<file path="src/rtl/alu_serial_ctrl.sv">
// Bit-serial add/sub sequencer: drives one 1-bit ALU slice LSB..MSB, done WIDTH cycles after start.
// Flags built only with ALU_SERIAL_FLAGS_EN; start is ignored (not queued) while busy.
module alu_serial_ctrl #(
  parameter int WIDTH = 32
) (
  input  logic             clk,
  input  logic             reset,
  input  logic             start,
  input  logic             sub,
  input  logic [WIDTH-1:0] a,
  input  logic [WIDTH-1:0] b,
  output logic             busy,
  output logic             done,
  output logic [WIDTH-1:0] result,
  output logic             carry_out,
  output logic             overflow,
  output logic             zero,
  output logic             slice_a,
  output logic             slice_b,
  output logic             slice_b_inv,
  output logic             slice_c_in,
  output logic [1:0]       slice_operation,
  input  logic             slice_result,
  input  logic             slice_carry_out
);

  localparam int IDX_W = $clog2(WIDTH);
  localparam logic [IDX_W-1:0] LAST = IDX_W'(WIDTH - 1);

  typedef enum logic [1:0] {IDLE, RUN, DONE} state_t;

  state_t           state;
  logic [WIDTH-1:0] a_reg;
  logic [WIDTH-1:0] b_reg;
  logic             sub_reg;
  logic [IDX_W-1:0] idx;
  logic             carry_q;
  logic             in_run;

  assign in_run          = (state == RUN);
  assign slice_a         = in_run & a_reg[idx];
  assign slice_b         = in_run & b_reg[idx];
  assign slice_c_in      = in_run & carry_q;
  assign slice_b_inv     = sub_reg;
  assign slice_operation = 2'b00;

  always_ff @(posedge clk or posedge reset) begin
    if (reset) begin
      state     <= IDLE;
      busy      <= 1'b0;
      done      <= 1'b0;
      result    <= '0;
      carry_out <= 1'b0;
      a_reg     <= '0;
      b_reg     <= '0;
      sub_reg   <= 1'b0;
      idx       <= '0;
      carry_q   <= 1'b0;
    end else begin
      case (state)
        IDLE: begin
          done <= 1'b0;
          if (start) begin
            a_reg   <= a;
            b_reg   <= b;
            sub_reg <= sub;
            idx     <= '0;
            carry_q <= sub;  // +1 of the two's-complement negate
            result  <= '0;
            busy    <= 1'b1;
            state   <= RUN;
          end
        end
        RUN: begin
          result[idx] <= slice_result;
          carry_q     <= slice_carry_out;
          if (idx == LAST) begin
            carry_out <= slice_carry_out;
            done      <= 1'b1;
            state     <= DONE;
          end else begin
            idx <= idx + IDX_W'(1);
          end
        end
        DONE: begin
          done  <= 1'b0;
          busy  <= 1'b0;
          state <= IDLE;
        end
        default: begin
          state <= IDLE;
        end
      endcase
    end
  end

`ifdef ALU_SERIAL_FLAGS_EN
  // carry_q at the MSB edge is the carry into the MSB; the last result bit is still in flight
  always_ff @(posedge clk or posedge reset) begin
    if (reset) begin
      overflow <= 1'b0;
      zero     <= 1'b0;
    end else if (state == IDLE && start) begin
      overflow <= 1'b0;
      zero     <= 1'b0;
    end else if (in_run && idx == LAST) begin
      overflow <= carry_q ^ slice_carry_out;
      zero     <= ({slice_result, result[WIDTH-2:0]} == '0);
    end
  end
`else
  assign overflow = 1'b0;
  assign zero     = 1'b0;
`endif

endmodule

</file>
<file path="config.mk">
export PLATFORM = sky130hd
export DESIGN_NAME = alu_serial_ctrl
export DESIGN_NICKNAME = d
export VERILOG_FILES = /design/src/rtl/alu_serial_ctrl.sv
export SDC_FILE = /design/constraint.sdc
export NUM_CORES = 1
export LEC_CHECK = 0
export BUFFER_PORTS_ARGS = -buffer_cell sky130_fd_sc_hd__buf_2
export CAP_MARGIN = 20
export CORE_MARGIN = 2
export CORE_UTILIZATION = 28
export DETAILED_ROUTE_END_ITERATION = 8
export GPL_TIMING_DRIVEN = 0
export PLACE_DENSITY = 0.55
export SETUP_SLACK_MARGIN = 0.2
export SYNTH_ARGS = -nofsm -noshare
export SYNTH_HDL_FRONTEND = slang
export SYNTH_SLANG_ARGS = --single-unit
export TNS_END_PERCENT = 20
</file>
<file path="constraint.sdc">
create_clock -name clk -period 5.2 [get_ports clk]
set_input_delay 0.78 -clock clk [delete_from_list [all_inputs] [get_ports clk]]
set_output_delay 0.78 -clock clk [all_outputs]
set_load 0.02 [all_outputs]
</file>
==> metrics.txt, run 1 <==
status=complete, but fails checks; failing checks=DRC; Setup CP Type=reg2out; final setup fails=0; nets=around 790; global-route wire length before repair=around 24,000 um; gr usage total=between 15 and 20%; Finished Cell Area=about 6400 um2; Post-synth ARST share=100%; I/O pin cnt=~110; Mapped Cells=597; pin count of the biggest net entering global routing=60; Total Power=around 3.8 mW; initial DRC count=329; setup bufs post-CTS=0; TritonCTS Buffers=9; Residual DRC=9; largest family of logic cells by synthesized area=simple AND/OR/NAND/NOR gates; cell area after placement=roughly 6100 um2; Hold Crit Class=reg2reg; number of synthesized flops with an enable pin=0; Port Buffer Count=between 100 and 150; clock slew at reported path FFs=0.08 ns; Seq/Total Area, Yosys=a little over half; DPL Wire Length=10,900 um; die area=approximately 20,000 um2; number of vias per cell=between 4 and 5; total number of vias=4,383; Distinct cells, synth=between 40 and 50; final core occ=roughly a third; drt pass-1 iters=7; CTS Buffer Depth=2; Most used DFF post-synth=dfrtp_1; leakage power=3.36 nW; Final Instance Count excl. Fillers=~950; pre-CTS setup slack=about 2.5 ns; Post-Place Cells=approximately 940; Resized Gates After CTS=0; Worst Max-Slew Pin Slew=around 0.67 ns; CTS Hold Bufs=0; core area=~18,000 um2; simple-gate share of the synthesized area=about a quarter; vias in the first global route=between 4,000 and 5,000; routability congestion estimate from global placement=approximately 0.86; # rows=about 50; Die H=approximately 140 um; Antenna Violating Nets Remaining=0; Setup Skew=0.0104 ns; XOR/XNOR Fraction of Synth Area=0.338%; final worst path period share=between 50% and 60%; Syn-to-layout area delta=22.6%; final wirelength=14,700 um; Mapped Avg Cell Area=between 8 and 9 um2; Worst EP arrival=between 2 and 2.5 ns; fmax=~330 MHz; initial antenna violation count=0; Power Density=about 590 nW/um2; Final min period=approximately 3 ns; mux cell area share after synthesis=around 6.4%; clk_lat worst skew=0.36 ns; slew margin rel.=a little under three fifths; peak supply drop=about 0.22 mV; Pins Over Slew Limit=0; Clock Sinks=~110; minimum hold slack=between 0.4 and 0.5 ns; layout cells sized above 1=between 20% and 30%; max-cap violations=0; post-synthesis adder-cell area fraction=about 1.2%; routed length per instance=15.4 um; RSZ-0062 raised after global routing=false; H-tree depth=3; Ant. Diodes=0; Hold Violations, Final=0; synth warn=0; worst setup margin=2.16 ns; starting density of the core=between 20% and 30%; CP required=approximately 4.4 ns; setup TNS=0 ns; Chip Width=~140 um; critical-path maximum fanout=10; post-synthesis cell area=slightly above 5000 um2; Compound-Gate Fraction of Synth Area=a little under a tenth; root buffer cell=clkbuf_16; CTS tree=done; critical path launch point type=flop; Crit. End Element=primary output; Synth Register Bits=~110; total grt overflow=0
==> final cells by class <==
cell class | count | area (um2)
flip-flops and latches | 108 | 2700
repair buffers | 108 | 563
plain buffers | 44 | 221
well taps | 229 | 287
multi-input cells | 440 | 2250
fillers | 1917 | 11700
clock buffers | 10 | 239
inverters | 8 | 32.5
clock inverters | 6 | 71.3
==> placed cells by master (no fill, tap or decap), types with 2 or more instances in the layout <==
cell       count
nand2_1      249
buf_2        119
dfrtp_1      108
nand3_1       32
mux2i_1       31
o211ai_1      26
clkbuf_1      20
o21ai_1       13
nor2_1        11
a21oi_1       11
clkbuf_16      9
buf_4          7
o22ai_1        7
nor3_1         6
nand2b_1       5
ha_1           5
and2_1         4
inv_1          4
and3_1         4
conb_1         4
inv_2          3
buf_1          3
or3_1          3
nor2b_1        2
buf_6          2
o21ai_0        2
o32ai_1        2
a32oi_1        2
and2_0         2
==> synth_stat cells, types with 6 or more instances <==
cell | number | area, um2
nand2_1 | 249 | 935
dfrtp_1 | 108 | 2700
nand3_1 | 32 | 160
mux2i_1 | 31 | 310
o211ai_1 | 26 | 195
clkbuf_1 | 20 | 75.1
o21ai_1 | 13 | 65.1
buf_2 | 12 | 60.1
a21oi_1 | 11 | 55.1
nor2_1 | 11 | 41.3
buf_4 | 7 | 52.6
o22ai_1 | 7 | 43.8
nor3_1 | 6 | 30.0
==> worst max-delay path: stages, from the launching register on <==
cell and delay [ns]:
dfrtp_1 0.38, buf_4 0.21, buf_6 0.20, mux2i_1 0.26
o22ai_1 0.12, a211oi_1 0.24, a31oi_1 0.07, o21a_1 0.25
buf_2 0.17
==> report_power, final <==
| group | switching [mW] | internal [mW] |
|---|---|---|
| clock network | 0.326 | 0.392 |
| registers | 0.196 | 1.20 |
| logic | 1.06 | 0.587 |
| total | 1.58 | 2.17 |
==> kinds of logic (layout without fill, tap and decap cells) <==
logic type / after synthesis / after routing
and+or+nand+nor: 324 / 324
other: 1 / 4
buffers and inverters: 52 / 176
AOI/OAI and AO/OA: 72 / 72
muxes: 33 / 33
adders and majority gates: 5 / 5
DFF: 108 / 108
xor gates and xnor gates: 2 / 2
==> layer usage <==
metal,global-route usage [%],share of wire [%],vias to the layer above
met2,24.9,46,121
met4,3.99,1.4,0
met5,0,0,-
met3,3.73,5.1,19
li1,-,-,2225
met1,21.2,48,2018
==> worst paths after layout <==
path,from,endpoint,slack (ns),cells after the start
max,idx[1],slice_a,2.16,8
min,b_reg[24],b_reg[24],0.47,2
max reg2reg,idx[3],idx[0],3.02,8
min reg2reg,b_reg[24],b_reg[24],0.47,2
max in group asynchronous,reset,result[18],3.99,3
min in group asynchronous,reset,carry_out,0.49,2
Note: power is estimated with default switching activity, not from simulation.
==> inputs of run 2 (changes only) <==
==> constraint.sdc (replaced) <==
create_clock -name clk -period 2.9 [get_ports clk]
set_input_delay 0.435 -clock clk [delete_from_list [all_inputs] [get_ports clk]]
set_output_delay 0.435 -clock clk [all_outputs]
set_load 0.02 [all_outputs]
==> metrics.txt, run 2 (same netlist as run 1, synthesis figures left out) <==
Power Density=1080 nW/um2 (+82%); Clock Sinks=108 (unchanged); Final Instance Count excl. Fillers=959 (+0.63%); vias in the first global route=4,424 (+2.8%); Hold Crit Class=in2async; worst setup path startpoint=idx[1]; gr usage total=15.6% (+0.066 points); I/O pin cnt=113 (unchanged); max-cap violations=0 (unchanged); Port Buffer Count=107 (unchanged); final wirelength=14,900 um (+1.5%); status=complete, but fails checks; final setup fails=0 (unchanged); FF-to-FF setup slack=0.74 ns (-2.28 ns); Chip Width=140 um (unchanged); Hold Violations, Final=0 (unchanged); fillers=1,922 (+0.26%); Ant. Diodes=0 (unchanged); critical-path cell list=buf_6 -> buf_6 -> mux2i_1 -> o22ai_1 -> a32oi_1 -> a41oi_2 -> buf_4; Top delay family on crit path=compound AO/OA/AOI/OAI gates; reg2reg start=idx[3]; Die H=140 um (unchanged); root buffer cell=clkbuf_16; CP required=2.47 ns (-1.95 ns); Final min period=between 2 and 3 ns; Residual DRC=7 (-2); CTS Hold Bufs=0 (unchanged); setup TNS=0 ns (unchanged); nets=800 (+0.76%); Post-Place Cells=939 (+0.21%); pin count of the biggest net entering global routing=35 (-42%); failing checks=DRC; die area=19,600 um2 (unchanged); most frequent cell on the critical path=buf_6; peak supply drop=0.405 mV (+82%); Antenna Violating Nets Remaining=0 (unchanged); Critical path buffers and inverters=3 (unchanged); fmax=approximately 380 MHz; commonest cells after routing, fill and taps aside=nand2_1, buf_2, dfrtp_1; final worst path period share=about nine tenths; slew margin rel.=58.7% (+3.5 points); clock slew at reported path FFs=0.07 ns (about the same); Setup Skew=0.0124 ns (+0.00202 ns); area occupied by multi-input gates=2270 um2 (+1.1%); routed length per instance=15.5 um (+0.90%); number of vias per cell=4.63 (+0.58%); most common cell after layout, fill and taps aside=nand2_1; total number of vias=4,436 (+1.2%); layout cells sized above 1=22.1% (+1.2 points); CTS Buffer Depth=2 (unchanged); global-route wire length before repair=23,700 um (+0.26%); critical path launch point type=flop; Syn-to-layout area delta=25.4%; core area=18,100 um2 (unchanged); clk_lat worst skew=0.36 ns (about the same); H-tree depth=3 (unchanged); Setup CP Type=reg2out; # rows=49 (unchanged); initial antenna violation count=0 (unchanged); DPL Wire Length=11,100 um (+1.5%); Worst Max-Slew Pin Slew=0.616 ns (-0.0530 ns); Crit. End Element=primary output; leakage power=3.41 nW (+1.5%); RSZ-0062 raised after global routing=true; starting density of the core=28.7% (unchanged); TritonCTS Buffers=9 (unchanged); critical path's slowest cell=dfrtp_1; total grt overflow=0 (unchanged); critical-path maximum fanout=10 (unchanged); routability congestion estimate from global placement=0.821 (-4.1%); drt pass-1 iters=7 (unchanged); initial DRC count=286 (-13%); Pins Over Slew Limit=0 (unchanged); Slowest Stage Delay on Critical Path=0.39 ns (about the same); FF+latch area=2700 um2 (about the same); CTS tree=done; Worst EP arrival=2.19 ns (-0.07 ns)
[run 2: cell types whose count changed in the layout (fill, tap and decap cells not counted), sizes merged]
| cell | change |
|---|---|
| clkinv | -1 |
| buf | +6 |
| inv | -2 |
| clkinvlp | +1 |
| bufinv | +2 |
[run 2: final cells by class]
type	instances	area share [%]
Buffer	44	3.73
Clock buffer	10	3.52
Clock inverter	6	1.71
Inverter	8	0.519
Multi-Input combinational cell	440	34.9
Sequential cell	108	41.6
Tap cell	229	4.40
Timing Repair Buffer	114	9.66
[run 2: final timing paths]
path / endpoint / depth (start not counted)
max in group asynchronous: a_reg[3] / 4
worst max register to register: idx[0] / 8
worst min-delay path: b_reg[4] / 2
worst min register to register: a_reg[1] / 2
worst max-delay path: slice_b / 7
min in group clk: a_reg[30] / 3
[run 2: power by group]
group	leakage, nW	internal (mW)	switching [mW]
clock	0.163	0.846	0.572
combinational	1.88	1.15	1.92
sequential	1.37	2.15	0.357
[run 2: through the flow]
stage	power (mW)	worst slack [ns]	hold slack (ns)	util [%]	area (um2)
2_1_floorplan	4.50	0.773	0.438	-	5200
3_3_place_gp	5.45	0.401	0.453	33.3	6030
3_5_place_dp	5.50	0.583	0.418	33.6	6090
4_1_cts	6.95	0.216	0.0270	35.6	6440
5_1_grt	7.52	0.190	0.0388	36.0	6500
6_report	7.00	0.273	0.0307	36.0	6500
[run 2: per-layer routing]
layer  global-route usage [%]  wire [um]
met5                        0          0
met4                     3.72        180
met1                     21.2       7120
met3                     3.90        749
met2                     25.0       6840
[run 2: timing repair]
item,in CTS,in global routing
endpoints found under the setup margin,1,2
resized for setup,3,10
setup buffers,0,4
hold endpoints to repair,0,0
cloned,0,0
[run 2: worst register-to-register path: cells and delay by family, from the launching register on]
kind                     cells  cell delay [ns]
buffers and inverters        3             0.58
multiplexers                 1             0.29
AND/OR/NAND/NOR              3             0.61
adder cells (fa/ha/maj)      1             0.20
flip-flops                   1             0.36
